===== src/rtl/truth_table_scanner.sv =====
// truth_table_scanner
//   Board-level self-check engine for a combinational LUT block. It steps
//   through every N_IN-bit input pattern and drives each one onto the block's
//   switch inputs. Each pattern is held for SETTLE_CYCLES+1 cycles. The LED
//   response is sampled in the last of those cycles and stored in a
//   LUT_INIT-ordered table: for output k, bit i holds the value for pattern i.
//
// Ports
//   i_Clk        clock, all logic on the rising edge
//   i_Rst        asynchronous active-high reset
//   i_Start      start a scan (only honoured in IDLE or DONE)
//   o_Busy       high while a scan is running
//   o_Done       one-cycle pulse when the table is complete
//   o_Valid      o_Table holds a complete scan
//   o_Pattern    pattern driven to the LUT block
//   i_Response   LUT block outputs (assumed synchronous to i_Clk)
//   o_Table      output k's truth table at [k*2^N_IN +: 2^N_IN]
//
// Optional build macro TT_SCAN_COMPARE_EN
//   Adds i_Expected, o_Match and o_Err_Count. Each sampled bit that differs
//   from the expected table increments o_Err_Count. o_Match is high when
//   o_Valid is high and no errors were counted. The scan itself behaves the
//   same with or without the macro.
//
// States
//   ST_IDLE   | waiting for the first start after reset
//   ST_DRIVE  | pattern held while the LUT block settles
//   ST_SAMPLE | response captured into the table
//   ST_DONE   | table complete; waiting for the next start

module truth_table_scanner #(
  parameter int N_IN          = 4,
  parameter int N_OUT         = 4,
  parameter int SETTLE_CYCLES = 2
) (
  input  logic                          i_Clk,
  input  logic                          i_Rst,
  input  logic                          i_Start,
  output logic                          o_Busy,
  output logic                          o_Done,
  output logic                          o_Valid,
  output logic [N_IN-1:0]               o_Pattern,
  input  logic [N_OUT-1:0]              i_Response,
  output logic [N_OUT*(2**N_IN)-1:0]    o_Table
`ifdef TT_SCAN_COMPARE_EN
  ,
  input  logic [N_OUT*(2**N_IN)-1:0]    i_Expected,
  output logic                          o_Match,
  output logic [N_IN+$clog2(N_OUT):0]   o_Err_Count
`endif
);

  localparam int DEPTH = 2**N_IN;
  localparam int TW    = N_OUT*DEPTH;
  localparam int SW    = (SETTLE_CYCLES > 0) ? $clog2(SETTLE_CYCLES+1) : 1;
  // The settle counter counts down. It is loaded with SETTLE_CYCLES-1, so
  // DRIVE lasts exactly SETTLE_CYCLES cycles before the terminal count.
  localparam logic [SW-1:0]   SETTLE_LOAD = SW'((SETTLE_CYCLES > 0) ? SETTLE_CYCLES-1 : 0);
  localparam logic [N_IN-1:0] LAST_PAT    = '1;

  typedef enum logic [1:0] {
    ST_IDLE   = 2'd0,
    ST_DRIVE  = 2'd1,
    ST_SAMPLE = 2'd2,
    ST_DONE   = 2'd3
  } state_e;

  // With no settle time, each new pattern is sampled in the cycle it appears.
  localparam state_e ST_FIRST = (SETTLE_CYCLES == 0) ? ST_SAMPLE : ST_DRIVE;

  state_e          state_q;
  logic [SW-1:0]   settle_q;
  logic [N_IN-1:0] pattern_q;
  logic            busy_q;
  logic            done_q;
  logic            valid_q;
  logic [TW-1:0]   table_q;

`ifdef TT_SCAN_COMPARE_EN
  localparam int EW = N_IN + $clog2(N_OUT) + 1;
  logic [EW-1:0] err_q;
  logic [EW-1:0] err_inc_d;

  // Number of outputs whose response disagrees with the expected table
  // at the current pattern.
  always_comb begin
    err_inc_d = '0;
    for (int k = 0; k < N_OUT; k++) begin
      for (int p = 0; p < DEPTH; p++) begin
        if ((pattern_q == N_IN'(p)) && (i_Response[k] != i_Expected[k*DEPTH+p])) begin
          err_inc_d = err_inc_d + EW'(1);
        end
      end
    end
  end
`endif

  always_ff @(posedge i_Clk or posedge i_Rst) begin
    if (i_Rst) begin
      state_q   <= ST_IDLE;
      settle_q  <= '0;
      pattern_q <= '0;
      busy_q    <= 1'b0;
      done_q    <= 1'b0;
      valid_q   <= 1'b0;
      table_q   <= '0;
`ifdef TT_SCAN_COMPARE_EN
      err_q     <= '0;
`endif
    end else begin
      done_q <= 1'b0;
      case (state_q)
        ST_IDLE, ST_DONE: begin
          if (i_Start) begin
            pattern_q <= '0;
            settle_q  <= SETTLE_LOAD;
            valid_q   <= 1'b0;
            table_q   <= '0;
            busy_q    <= 1'b1;
            state_q   <= ST_FIRST;
`ifdef TT_SCAN_COMPARE_EN
            err_q     <= '0;
`endif
          end
        end
        ST_DRIVE: begin
          if (settle_q == '0) begin
            state_q <= ST_SAMPLE;
          end else begin
            settle_q <= settle_q - 1'b1;
          end
        end
        ST_SAMPLE: begin
          // The loop uses constant indices, so no wide variable bit-select
          // is needed to write the table.
          for (int k = 0; k < N_OUT; k++) begin
            for (int p = 0; p < DEPTH; p++) begin
              if (pattern_q == N_IN'(p)) begin
                table_q[k*DEPTH+p] <= i_Response[k];
              end
            end
          end
`ifdef TT_SCAN_COMPARE_EN
          err_q <= err_q + err_inc_d;
`endif
          if (pattern_q == LAST_PAT) begin
            busy_q  <= 1'b0;
            valid_q <= 1'b1;
            done_q  <= 1'b1;
            state_q <= ST_DONE;
          end else begin
            pattern_q <= pattern_q + 1'b1;
            settle_q  <= SETTLE_LOAD;
            state_q   <= ST_FIRST;
          end
        end
        default: state_q <= ST_IDLE;
      endcase
    end
  end

  assign o_Busy    = busy_q;
  assign o_Done    = done_q;
  assign o_Valid   = valid_q;
  assign o_Pattern = pattern_q;
  assign o_Table   = table_q;

`ifdef TT_SCAN_COMPARE_EN
  assign o_Err_Count = err_q;
  assign o_Match     = valid_q && (err_q == '0);
`endif

endmodule


===== config.mk =====
export PLATFORM = sky130hd
export DESIGN_NAME = truth_table_scanner
export DESIGN_NICKNAME = d
export VERILOG_FILES = /design/src/rtl/truth_table_scanner.sv
export SDC_FILE = /design/constraint.sdc
export NUM_CORES = 1
export LEC_CHECK = 0
export ABC_AREA = 1
export CAP_MARGIN = 20
export CORE_UTILIZATION = 52
export CTS_BUF_LIST = sky130_fd_sc_hd__clkbuf_4 sky130_fd_sc_hd__clkbuf_8
export CTS_CLUSTER_SIZE = 24
export DETAILED_ROUTE_END_ITERATION = 16
export PLACE_DENSITY = 0.95
export SLEW_MARGIN = 20
export SYNTH_ARGS = -nofsm -noshare
export SYNTH_HDL_FRONTEND = slang
export SYNTH_SLANG_ARGS = --single-unit
export TNS_END_PERCENT = 50

===== constraint.sdc =====
create_clock -name i_Clk -period 3.02 [get_ports i_Clk]
set_input_delay 0.453 -clock i_Clk [delete_from_list [all_inputs] [get_ports i_Clk]]
set_output_delay 0.453 -clock i_Clk [all_outputs]
set_load 0.1 [all_outputs]

After elaboration in Yosys (flattened, before gate mapping)
Cells that the tools add are included.
Storage, ports and cells
  input port bits: 7
  word-level logic and storage cells: 170
  output and inout port bits: 71
  register bits: 75
Cells by class
  $add $sub $neg: 2
  mux-type cells: 84
  reductions and logical operators: 24
  equal/unequal tests: 38
Operators by type and width (count)
  64-bit one-hot mux with 2 select lines: 1
  1-bit two-way mux: 70
  64-bit two-way mux: 1
  3-bit AND reduction: 18
  2-bit inequality test, second input constant: 20
  4-bit == test, second input constant: 8
  4-bit by 3-bit == test with 1-bit output, second input constant: 4
  2-bit one-hot mux with 3 select lines: 2
  2-bit two-way mux: 5
  4-bit by 2-bit == test with 1-bit output, second input constant: 2
  4-bit two-way mux: 2
  4-bit one-hot mux with 2 select lines: 1
  4-bit by 1-bit adder with 4-bit output, second input constant: 1
  2-bit == test, second input constant: 2
  4-bit by 1-bit == test with 1-bit output, second input constant: 1
  2-bit zero test: 2
  4-bit zero test: 1
  1-bit one-hot mux with 2 select lines: 2
  2-bit by 1-bit == test with 1-bit output, second input constant: 1
  2-bit AND reduction: 1
  2-bit nonzero test: 1
  2-bit OR reduction: 1
  2-bit by 1-bit subtractor with 2-bit output, second input constant: 1

Logic depth before layout (Yosys ltp)
Gate-level depths: netlist (run 1).
  depth in word-level cells: 4
  mapped depth: 10
  mapped depth without buffers: 8

Worst setup path before layout (run 1)
OpenSTA, ideal clock, no wires.
  kind: register to register
  from: reg pattern_q[1], in the netlist o_Pattern[1]
  to: reg busy_q, in the netlist o_Busy
  path buffers: 0
  stages on the path, launching flop included: 7
  setup slack: 984 ps
  data arrival time: 1914 ps
  setup time: 122 ps
  path through: dfrtp_1 > ha_1 > nand3_1 > nand2_1 > nand2_1 > nand2_1 > nand2_1
On the way
  longest elaborated chain between the ends: 3
Ends and longest elaborated chain
  start: declaration: line 73  | logic [N_IN-1:0] pattern_q;
  start signal: assignment: line 152  | pattern_q <= pattern_q + 1'b1;
  4-bit == test: line 146  | if (pattern_q == LAST_PAT) begin
  2-bit inequality test (no source line)
  3-bit AND reduction (no source line)
  end signal: assignment: line 103  | busy_q <= 1'b0;
  end signal: assignment: line 119  | busy_q <= 1'b1;
  end signal: assignment: line 147  | busy_q <= 1'b0;
  end: declaration: line 74  | logic busy_q;
Every way passes these cells.
A chain may end at the register's enable or synchronous reset.

Worst setup path after layout (run 1)
  from: reg state_q[0]
  to: reg table_q[39], in the netlist o_Table[39]
On the way
  longest elaborated chain between the ends: 4
  elaborated cells between the ends (all ways): 9
  those cells by class: eq/ne: 4; mux: 1; reduce/logical: 4
Ends and longest elaborated chain
  start: declaration: line 71  | state_e state_q;
  start signal: assignment: line 100  | state_q <= ST_IDLE;
  start signal: assignment: line 120  | state_q <= ST_FIRST;
  start signal: assignment: line 128  | state_q <= ST_SAMPLE;
  2-bit == test / 2-bit zero test (equally long branches): line 112  | case (state_q)
  2-bit OR reduction: line 112
  2-bit inequality test (no source line) / 2-bit nonzero test (equally long branches)
  3-bit AND reduction (no source line)
  end signal: indexed assignment: line 139  | table_q[k*DEPTH+p] <= i_Response[k];
  end: declaration: line 77  | logic [TW-1:0] table_q;
Several ways; a longest one is shown, not always the timed one.

==> flow_summary.html, run 1 <==
<table>
<tr><th>Metric</th><th>Value</th></tr>
<tr><th colspan="2">Outcome</th></tr>
<tr><td>Result of the run</td><td>complete, no violations</td></tr>
<tr><th colspan="2">Logic synthesis</th></tr>
<tr><td>Post-Synth XOR/XNOR Area</td><td>0%</td></tr>
<tr><td>Number of standard cells after synthesis</td><td>between 400 and 500</td></tr>
<tr><td>Seq cells post-synth</td><td>between 70 and 80</td></tr>
<tr><td>Yosys warns</td><td>0</td></tr>
<tr><td>Post-synthesis share of cell area spent on full adders, half adders and majority gates</td><td>2.96%</td></tr>
<tr><td>Combined area of all synthesized cells</td><td>0.00339 mm2</td></tr>
<tr><td>Syn avg cell area</td><td>8.14 um2</td></tr>
<tr><td>Area fraction in compound gates after synthesis</td><td>less than 1%</td></tr>
<tr><td>Post-synthesis mux area share</td><td>0%</td></tr>
<tr><td>Number of distinct library cell variants in the gate-level netlist after synthesis</td><td>14</td></tr>
<tr><td>Synth Net Count</td><td>431</td></tr>
<tr><td>Sequential area share after synthesis</td><td>55.4%</td></tr>
<tr><td>Simple-gate share of the synthesized area</td><td>a little over a third</td></tr>
<tr><td>Combinational family with the most area after synthesis</td><td>simple AND/OR/NAND/NOR gates</td></tr>
<tr><th colspan="2">Clock tree</th></tr>
<tr><td>Clock tree root driver cell</td><td>sky130_fd_sc_hd__clkbuf_8</td></tr>
<tr><td>Hold buffer count at CTS</td><td>0</td></tr>
<tr><td>H-tree depth reported by CTS</td><td>3</td></tr>
<tr><td>Clock Sinks</td><td>75</td></tr>
<tr><td>Post-CTS clock slew at the launch and capture registers of the worst setup and hold paths</td><td>80 ps</td></tr>
<tr><td>Insertion delay to the later sink of the worst-skew pair</td><td>360 ps</td></tr>
<tr><td>Count of instances resized after the clock tree is built</td><td>0</td></tr>
<tr><td>Clock buffers created by TritonCTS</td><td>9</td></tr>
<tr><td>Clock tree from TritonCTS</td><td>done</td></tr>
<tr><td>Maximum clock insertion buffer count</td><td>2</td></tr>
<tr><td>Setup Fix Bufs, Post-CTS</td><td>0</td></tr>
<tr><th colspan="2">Floorplan</th></tr>
<tr><td>Core Rows</td><td>29</td></tr>
<tr><td>Initial Utilization</td><td>53.6%</td></tr>
<tr><td>Core Region</td><td>0.00631 mm2</td></tr>
<tr><td>DIE WIDTH</td><td>82.7 um</td></tr>
<tr><td>Die area</td><td>0.00684 mm2</td></tr>
<tr><td>Die span in y</td><td>approximately 83 um</td></tr>
<tr><td>I/O Pins</td><td>78</td></tr>
<tr><th colspan="2">STA</th></tr>
<tr><td>Final hold violations</td><td>0</td></tr>
<tr><td>Maximum clock frequency</td><td>0.446 GHz</td></tr>
<tr><td>Tcrit/Tclk final</td><td>roughly three quarters</td></tr>
<tr><td>Setup_tns</td><td>0 ps</td></tr>
<tr><td>Worst Skew</td><td>7.00 ps</td></tr>
<tr><td>Max transition margin</td><td>56.6%</td></tr>
<tr><td>Slew at the pin closest to its max-slew limit</td><td>650 ps</td></tr>
<tr><td>Unrepaired setup endpoints after global routing</td><td>no</td></tr>
<tr><td>Final setup vio count</td><td>0</td></tr>
<tr><td>Final count of pins violating max slew</td><td>0</td></tr>
<tr><td>Min cycle time layout</td><td>2240 ps</td></tr>
<tr><th colspan="2">Setup path</th></tr>
<tr><td>Crit end category</td><td>flip-flop</td></tr>
<tr><td>R2r setup slk</td><td>780 ps</td></tr>
<tr><td>Data required time of the critical path</td><td>3260 ps</td></tr>
<tr><td>Start-to-end type of the worst setup path</td><td>reg2reg</td></tr>
<tr><td>Data arrival time at the worst-slack endpoint</td><td>2480 ps</td></tr>
<tr><td>Nature of the critical path startpoint</td><td>flip-flop</td></tr>
<tr><td>Critical path fanouts, max</td><td>46</td></tr>
<tr><th colspan="2">Layout</th></tr>
<tr><td>Number of fill cells</td><td>513</td></tr>
<tr><td>Fraction of layout instances using a drive strength above 1</td><td>19.0%</td></tr>
<tr><td>Most frequent cells in the layout</td><td>sky130_fd_sc_hd__nand2_1 (202), sky130_fd_sc_hd__nand3_1 (81), sky130_fd_sc_hd__dfrtp_1 (75)</td></tr>
<tr><td>Number of antenna repair diodes</td><td>0</td></tr>
<tr><td>Leading cell type in the layout, fill and taps excluded</td><td>sky130_fd_sc_hd__nand2_1</td></tr>
<tr><td>NumNets Final</td><td>506</td></tr>
<tr><td>Area growth from synthesis to layout</td><td>25.3%</td></tr>
<tr><th colspan="2">Global routing</th></tr>
<tr><td>GRT overflow</td><td>0</td></tr>
<tr><td>Pin count of the biggest net entering global routing</td><td>47</td></tr>
<tr><td>Total global routing track utilization</td><td>24.9%</td></tr>
<tr><td>Number of antenna violations at the first check in global routing</td><td>0</td></tr>
<tr><td>Via count of the first global-routing pass</td><td>2,803</td></tr>
<tr><td>First-pass GRT wire length</td><td>12,700 um</td></tr>
<tr><th colspan="2">Drt</th></tr>
<tr><td>DRT iter0 DRCs</td><td>207</td></tr>
<tr><td>Via count</td><td>3,045</td></tr>
<tr><td>Mean routed wirelength per cell</td><td>13.8 um</td></tr>
<tr><td>Post-route antenna net violation count</td><td>0</td></tr>
<tr><td>Drt via density</td><td>5.31</td></tr>
<tr><td>Final Routed Wirelength</td><td>roughly 7900 um</td></tr>
<tr><td>Total iterations of the first detailed-routing run</td><td>4</td></tr>
<tr><td>DRC errors left</td><td>0</td></tr>
<tr><th colspan="2">Worst hold path</th></tr>
<tr><td>Path category of the worst min-delay check</td><td>reg2reg</td></tr>
<tr><th colspan="2">Placement</th></tr>
<tr><td>Estimated wirelength of the detail-placed design</td><td>around 5500 um</td></tr>
<tr><td>Last weighted congestion value of the routability-driven placer</td><td>0.903</td></tr>
<tr><td>IO Port Bufs</td><td>77</td></tr>
<tr><th colspan="2">Flow run</th></tr>
<tr><td>Max_cap viols</td><td>0</td></tr>
</table>
[metrics by stage]
stage / utilization (%) / cells / setup slack, ps / area (um2) / hold WS [ps]
2_1_floorplan: - / 416 / 657 / 3390 / 442
3_3_place_gp: 63.6 / 557 / 954 / 4020 / 456
3_5_place_dp: 63.6 / 557 / 806 / 4020 / 461
4_1_cts: 67.2 / 573 / 788 / 4240 / 479
5_1_grt: 67.2 / 573 / 529 / 4240 / 492
6_report: 67.2 / 573 / 779 / 4240 / 476
[cells in the mapped netlist, drive strengths merged]
cell type,number,area share [%]
nand3,81,12
nand2,202,22
dfrtp,75,55
inv,22,2.4
ha,8,3.0
clkbuf,2,0.22
nor2,6,0.67
buf,15,3.0
or2,1,0.18
nand4,3,0.55
o21ai,1,0.15
[worst max-delay path, stage by stage (launching register included)]
cell	delay, ps
sky130_fd_sc_hd__dfrtp_1	420
sky130_fd_sc_hd__inv_1	70
sky130_fd_sc_hd__ha_1	560
sky130_fd_sc_hd__nor2_1	200
sky130_fd_sc_hd__nor2_4	150
sky130_fd_sc_hd__buf_4	370
sky130_fd_sc_hd__nand2_1	200
sky130_fd_sc_hd__nand2_1	90
sky130_fd_sc_hd__nand2_1	60
[cell families (layout without fill, tap and decap cells)]
family | after synthesis | after routing
buf+inv | 39 | 119
simple gates | 293 | 293
flops | 75 | 75
fa+ha+maj | 8 | 8
compound gates | 1 | 1
[worst paths after layout]
check	from	to	cells after the start
max	state_q[0]$_DFFE_PP0P_	o_Table[39]$_DFFE_PP0P_	8
min	o_Table[20]$_DFFE_PP0P_	o_Table[20]$_DFFE_PP0P_	2
max reg2reg	state_q[0]$_DFFE_PP0P_	o_Table[39]$_DFFE_PP0P_	8
min reg2reg	o_Table[20]$_DFFE_PP0P_	o_Table[20]$_DFFE_PP0P_	2
max in group asynchronous	i_Rst	o_Table[26]$_DFFE_PP0P_	3
min in group asynchronous	i_Rst	o_Table[60]$_DFFE_PP0P_	2
[cell type report]
type,instances,area (um2),area share (%)
clock inverter,6,88.8,2.09
multi-input combinational,302,1320,31.2
sequential,75,1880,44.2
clock buffer,10,138,3.24
tap,77,96.3,2.27
timing repair buffer,81,636,15.0
inverter,22,82.6,1.95
[layer usage]
metal / track usage, % / wire length [um] / vias to the layer above
met2: 40.5 / 3890 / 114
met1: 31.7 / 3370 / 1453
met4: 10.7 / 108 / 0
met5: 0 / 0 / -
met3: 6.04 / 510 / 11
li1: - / - / 1467
[flip-flops by register name (all words and copies together), names as in the netlist]
signal	count
o_Busy	1
o_Pattern	4
o_Table	64
state_q	2
o_Valid	1
settle_q	2
o_Done	1
Power of run 1 is not shown: default switching activity piles up to over one toggle a cycle in this logic, so the estimate is an artifact.
==> inputs of run 2 (changes only) <==
==> constraint.sdc (replaced) <==
create_clock -name i_Clk -period 2.3 [get_ports i_Clk]
set_input_delay 0.345 -clock i_Clk [delete_from_list [all_inputs] [get_ports i_Clk]]
set_output_delay 0.345 -clock i_Clk [all_outputs]
set_load 0.1 [all_outputs]
==> flow_summary.html, run 2 (synthesized netlist as in run 1, its figures left out) <==
<table>
<tr><th>Metric</th><th>Value</th></tr>
<tr><th colspan="2">Placement</th></tr>
<tr><td>IO Port Bufs</td><td>77 (unchanged)</td></tr>
<tr><td>Last weighted congestion value of the routability-driven placer</td><td>0.873 (-3.4%)</td></tr>
<tr><td>Post-DP Area</td><td>0.00404 mm2 (+0.50%)</td></tr>
<tr><td>Estimated wirelength of the detail-placed design</td><td>5380 um (-2.1%)</td></tr>
<tr><td>Inst Count DP</td><td>558 (+0.18%)</td></tr>
<tr><th colspan="2">Setup path</th></tr>
<tr><td>Register-to-Register Path Depth</td><td>9 (+1)</td></tr>
<tr><td>Category of cells accounting for the largest share of critical-path delay</td><td>simple AND/OR/NAND/NOR gates</td></tr>
<tr><td>Data arrival time at the worst-slack endpoint</td><td>2070 ps (-410 ps)</td></tr>
<tr><td>Critical path fanouts, max</td><td>33 (-28%)</td></tr>
<tr><td>Buf/Inv on CP</td><td>3 (+1)</td></tr>
<tr><td>Critical path's slowest cell</td><td>sky130_fd_sc_hd__dfrtp_1</td></tr>
<tr><td>Start-to-end type of the worst setup path</td><td>reg2reg</td></tr>
<tr><td>Data required time of the critical path</td><td>2540 ps (-720 ps)</td></tr>
<tr><td>Crit end category</td><td>flip-flop</td></tr>
<tr><td>Largest stage delay, worst path</td><td>390 ps (-170 ps)</td></tr>
<tr><td>Critical Path, Cell by Cell</td><td>inv_1 -&gt; ha_1 -&gt; inv_1 -&gt; nor2_1 -&gt; nor2_4 -&gt; buf_4 -&gt; nand2_1 -&gt; nand2_1 -&gt; nand2_1</td></tr>
<tr><td>Most common cell on crit path</td><td>sky130_fd_sc_hd__nand2_1</td></tr>
<tr><td>Depth of the critical timing path with buffers and inverters included</td><td>9 (+1)</td></tr>
<tr><td>Nature of the critical path startpoint</td><td>flip-flop</td></tr>
<tr><th colspan="2">Clock tree</th></tr>
<tr><td>Clock Sinks</td><td>75 (unchanged)</td></tr>
<tr><td>Post-CTS clock slew at the launch and capture registers of the worst setup and hold paths</td><td>70 ps (about the same)</td></tr>
<tr><td>Maximum clock insertion buffer count</td><td>2 (unchanged)</td></tr>
<tr><td>Clock tree root driver cell</td><td>sky130_fd_sc_hd__clkbuf_8</td></tr>
<tr><td>Clock tree from TritonCTS</td><td>done</td></tr>
<tr><td>Count of instances resized after the clock tree is built</td><td>0 (unchanged)</td></tr>
<tr><td>Hold buffer count at CTS</td><td>0 (unchanged)</td></tr>
<tr><td>H-tree depth reported by CTS</td><td>3 (unchanged)</td></tr>
<tr><td>Clock buffers created by TritonCTS</td><td>9 (unchanged)</td></tr>
<tr><td>Setup Fix Bufs, Post-CTS</td><td>0 (unchanged)</td></tr>
<tr><td>Insertion delay to the later sink of the worst-skew pair</td><td>350 ps (about the same)</td></tr>
<tr><th colspan="2">Layout</th></tr>
<tr><td>NumNets Final</td><td>507 (+0.20%)</td></tr>
<tr><td>Final cell count without fillers</td><td>574 (+0.17%)</td></tr>
<tr><td>Max reg flops</td><td>64 (unchanged)</td></tr>
<tr><td>Number of antenna repair diodes</td><td>0 (unchanged)</td></tr>
<tr><td>Leading cell type in the layout, fill and taps excluded</td><td>sky130_fd_sc_hd__nand2_1</td></tr>
<tr><td>Fraction of layout instances using a drive strength above 1</td><td>19.1% (+0.16 points)</td></tr>
<tr><td>Area growth from synthesis to layout</td><td>24.9%</td></tr>
<tr><td>Design Area, Final</td><td>0.00423 mm2 (-0.32%)</td></tr>
<tr><td>Number of fill cells</td><td>531 (+3.5%)</td></tr>
<tr><td>Most frequent cells in the layout</td><td>sky130_fd_sc_hd__nand2_1 (202), sky130_fd_sc_hd__nand3_1 (81), sky130_fd_sc_hd__dfrtp_1 (75)</td></tr>
<tr><th colspan="2">Floorplan</th></tr>
<tr><td>Initial Utilization</td><td>53.6% (unchanged)</td></tr>
<tr><td>Core Rows</td><td>29 (unchanged)</td></tr>
<tr><td>Core Region</td><td>0.00631 mm2 (unchanged)</td></tr>
<tr><td>Die span in y</td><td>82.7 um (unchanged)</td></tr>
<tr><td>DIE WIDTH</td><td>82.7 um (unchanged)</td></tr>
<tr><td>I/O Pins</td><td>78 (unchanged)</td></tr>
<tr><td>Die area</td><td>0.00684 mm2 (unchanged)</td></tr>
<tr><th colspan="2">Worst hold path</th></tr>
<tr><td>Path category of the worst min-delay check</td><td>in2async</td></tr>
<tr><th colspan="2">STA</th></tr>
<tr><td>Slew at the pin closest to its max-slew limit</td><td>639 ps (-10.9 ps)</td></tr>
<tr><td>Maximum clock frequency</td><td>0.544 GHz (+22%)</td></tr>
<tr><td>Final count of pins violating max slew</td><td>0 (unchanged)</td></tr>
<tr><td>Unrepaired setup endpoints after global routing</td><td>no</td></tr>
<tr><td>Final hold violations</td><td>0 (unchanged)</td></tr>
<tr><td>Max transition margin</td><td>57.4% (+0.74 points)</td></tr>
<tr><td>Final setup vio count</td><td>0 (unchanged)</td></tr>
<tr><td>Tcrit/Tclk final</td><td>79.9% (+5.7 points)</td></tr>
<tr><td>Worst Skew</td><td>10.6 ps (+3.63 ps)</td></tr>
<tr><td>Min cycle time layout</td><td>1840 ps (-403 ps)</td></tr>
<tr><td>Setup_tns</td><td>0 ps (unchanged)</td></tr>
<tr><td>Final-layout worst hold slack</td><td>318 ps (-158 ps)</td></tr>
<tr><th colspan="2">Drt</th></tr>
<tr><td>Mean routed wirelength per cell</td><td>13.5 um (-1.6%)</td></tr>
<tr><td>Drt via density</td><td>5.22 (-1.8%)</td></tr>
<tr><td>Via count</td><td>2,994 (-1.7%)</td></tr>
<tr><td>Post-route antenna net violation count</td><td>0 (unchanged)</td></tr>
<tr><td>DRT iter0 DRCs</td><td>251 (+21%)</td></tr>
<tr><td>Total iterations of the first detailed-routing run</td><td>4 (unchanged)</td></tr>
<tr><td>DRC errors left</td><td>0 (unchanged)</td></tr>
<tr><td>Final Routed Wirelength</td><td>7770 um (-1.4%)</td></tr>
<tr><th colspan="2">Global routing</th></tr>
<tr><td>Pin count of the biggest net entering global routing</td><td>51 (+8.5%)</td></tr>
<tr><td>First-pass GRT wire length</td><td>12,700 um (-0.54%)</td></tr>
<tr><td>Via count of the first global-routing pass</td><td>2,794 (-0.32%)</td></tr>
<tr><td>Number of antenna violations at the first check in global routing</td><td>0 (unchanged)</td></tr>
<tr><td>GRT overflow</td><td>0 (unchanged)</td></tr>
<tr><td>Total global routing track utilization</td><td>24.9% (-0.036 points)</td></tr>
<tr><th colspan="2">Outcome</th></tr>
<tr><td>Result of the run</td><td>complete, no violations</td></tr>
<tr><th colspan="2">Flow run</th></tr>
<tr><td>Max_cap viols</td><td>0 (unchanged)</td></tr>
</table>
-- run 2: metal layers --
| metal | part of all wire, % | up-vias | wire (um) | track usage (%) |
|---|---|---|---|---|
| met3 | 4.8 | 17 | 372 | 5.27 |
| met4 | 2.0 | 0 | 154 | 13.1 |
| li1 | - | 1469 | - | - |
| met2 | 48 | 84 | 3730 | 39.9 |
| met5 | 0 | - | 0 | 0 |
| met1 | 45 | 1424 | 3510 | 31.6 |
-- run 2: path summary, 6_finish.rpt --
kind,from,to,slack [ps]
hold reg to reg,o_Table[30]$_DFFE_PP0P_,o_Table[30]$_DFFE_PP0P_,480
setup reg to reg,state_q[0]$_DFFE_PP0P_,o_Valid$_DFFE_PP0P_,460
min in group i_Clk,o_Table[30]$_DFFE_PP0P_,o_Table[30]$_DFFE_PP0P_,480
hold / removal,i_Rst,o_Table[28]$_DFFE_PP0P_,320
max in group asynchronous,i_Rst,o_Table[37]$_DFFE_PP0P_,1350
setup / recovery,state_q[0]$_DFFE_PP0P_,o_Valid$_DFFE_PP0P_,460
-- run 2: layout make-up --
| class | count | area (um2) | share of cell area [%] |
|---|---|---|---|
| Clock inverter | 5 | 53.8 | 1.27 |
| Sequential cell | 75 | 1880 | 44.4 |
| Multi-Input combinational cell | 302 | 1320 | 31.3 |
| Tap cell | 77 | 96.3 | 2.28 |
| Timing Repair Buffer | 82 | 656 | 15.5 |
| Inverter | 22 | 82.6 | 1.95 |
| Clock buffer | 11 | 139 | 3.28 |
-- run 2: stage by stage --
stage / setup slack (ps) / utilization, %
5_1_grt: 330 / 67.0
3_3_place_gp: 525 / 63.9
2_1_floorplan: 45.0 / -
3_5_place_dp: 487 / 63.9
4_1_cts: 477 / 67.0
6_report: 463 / 67.0
Power of run 2 is left out for the same reason.
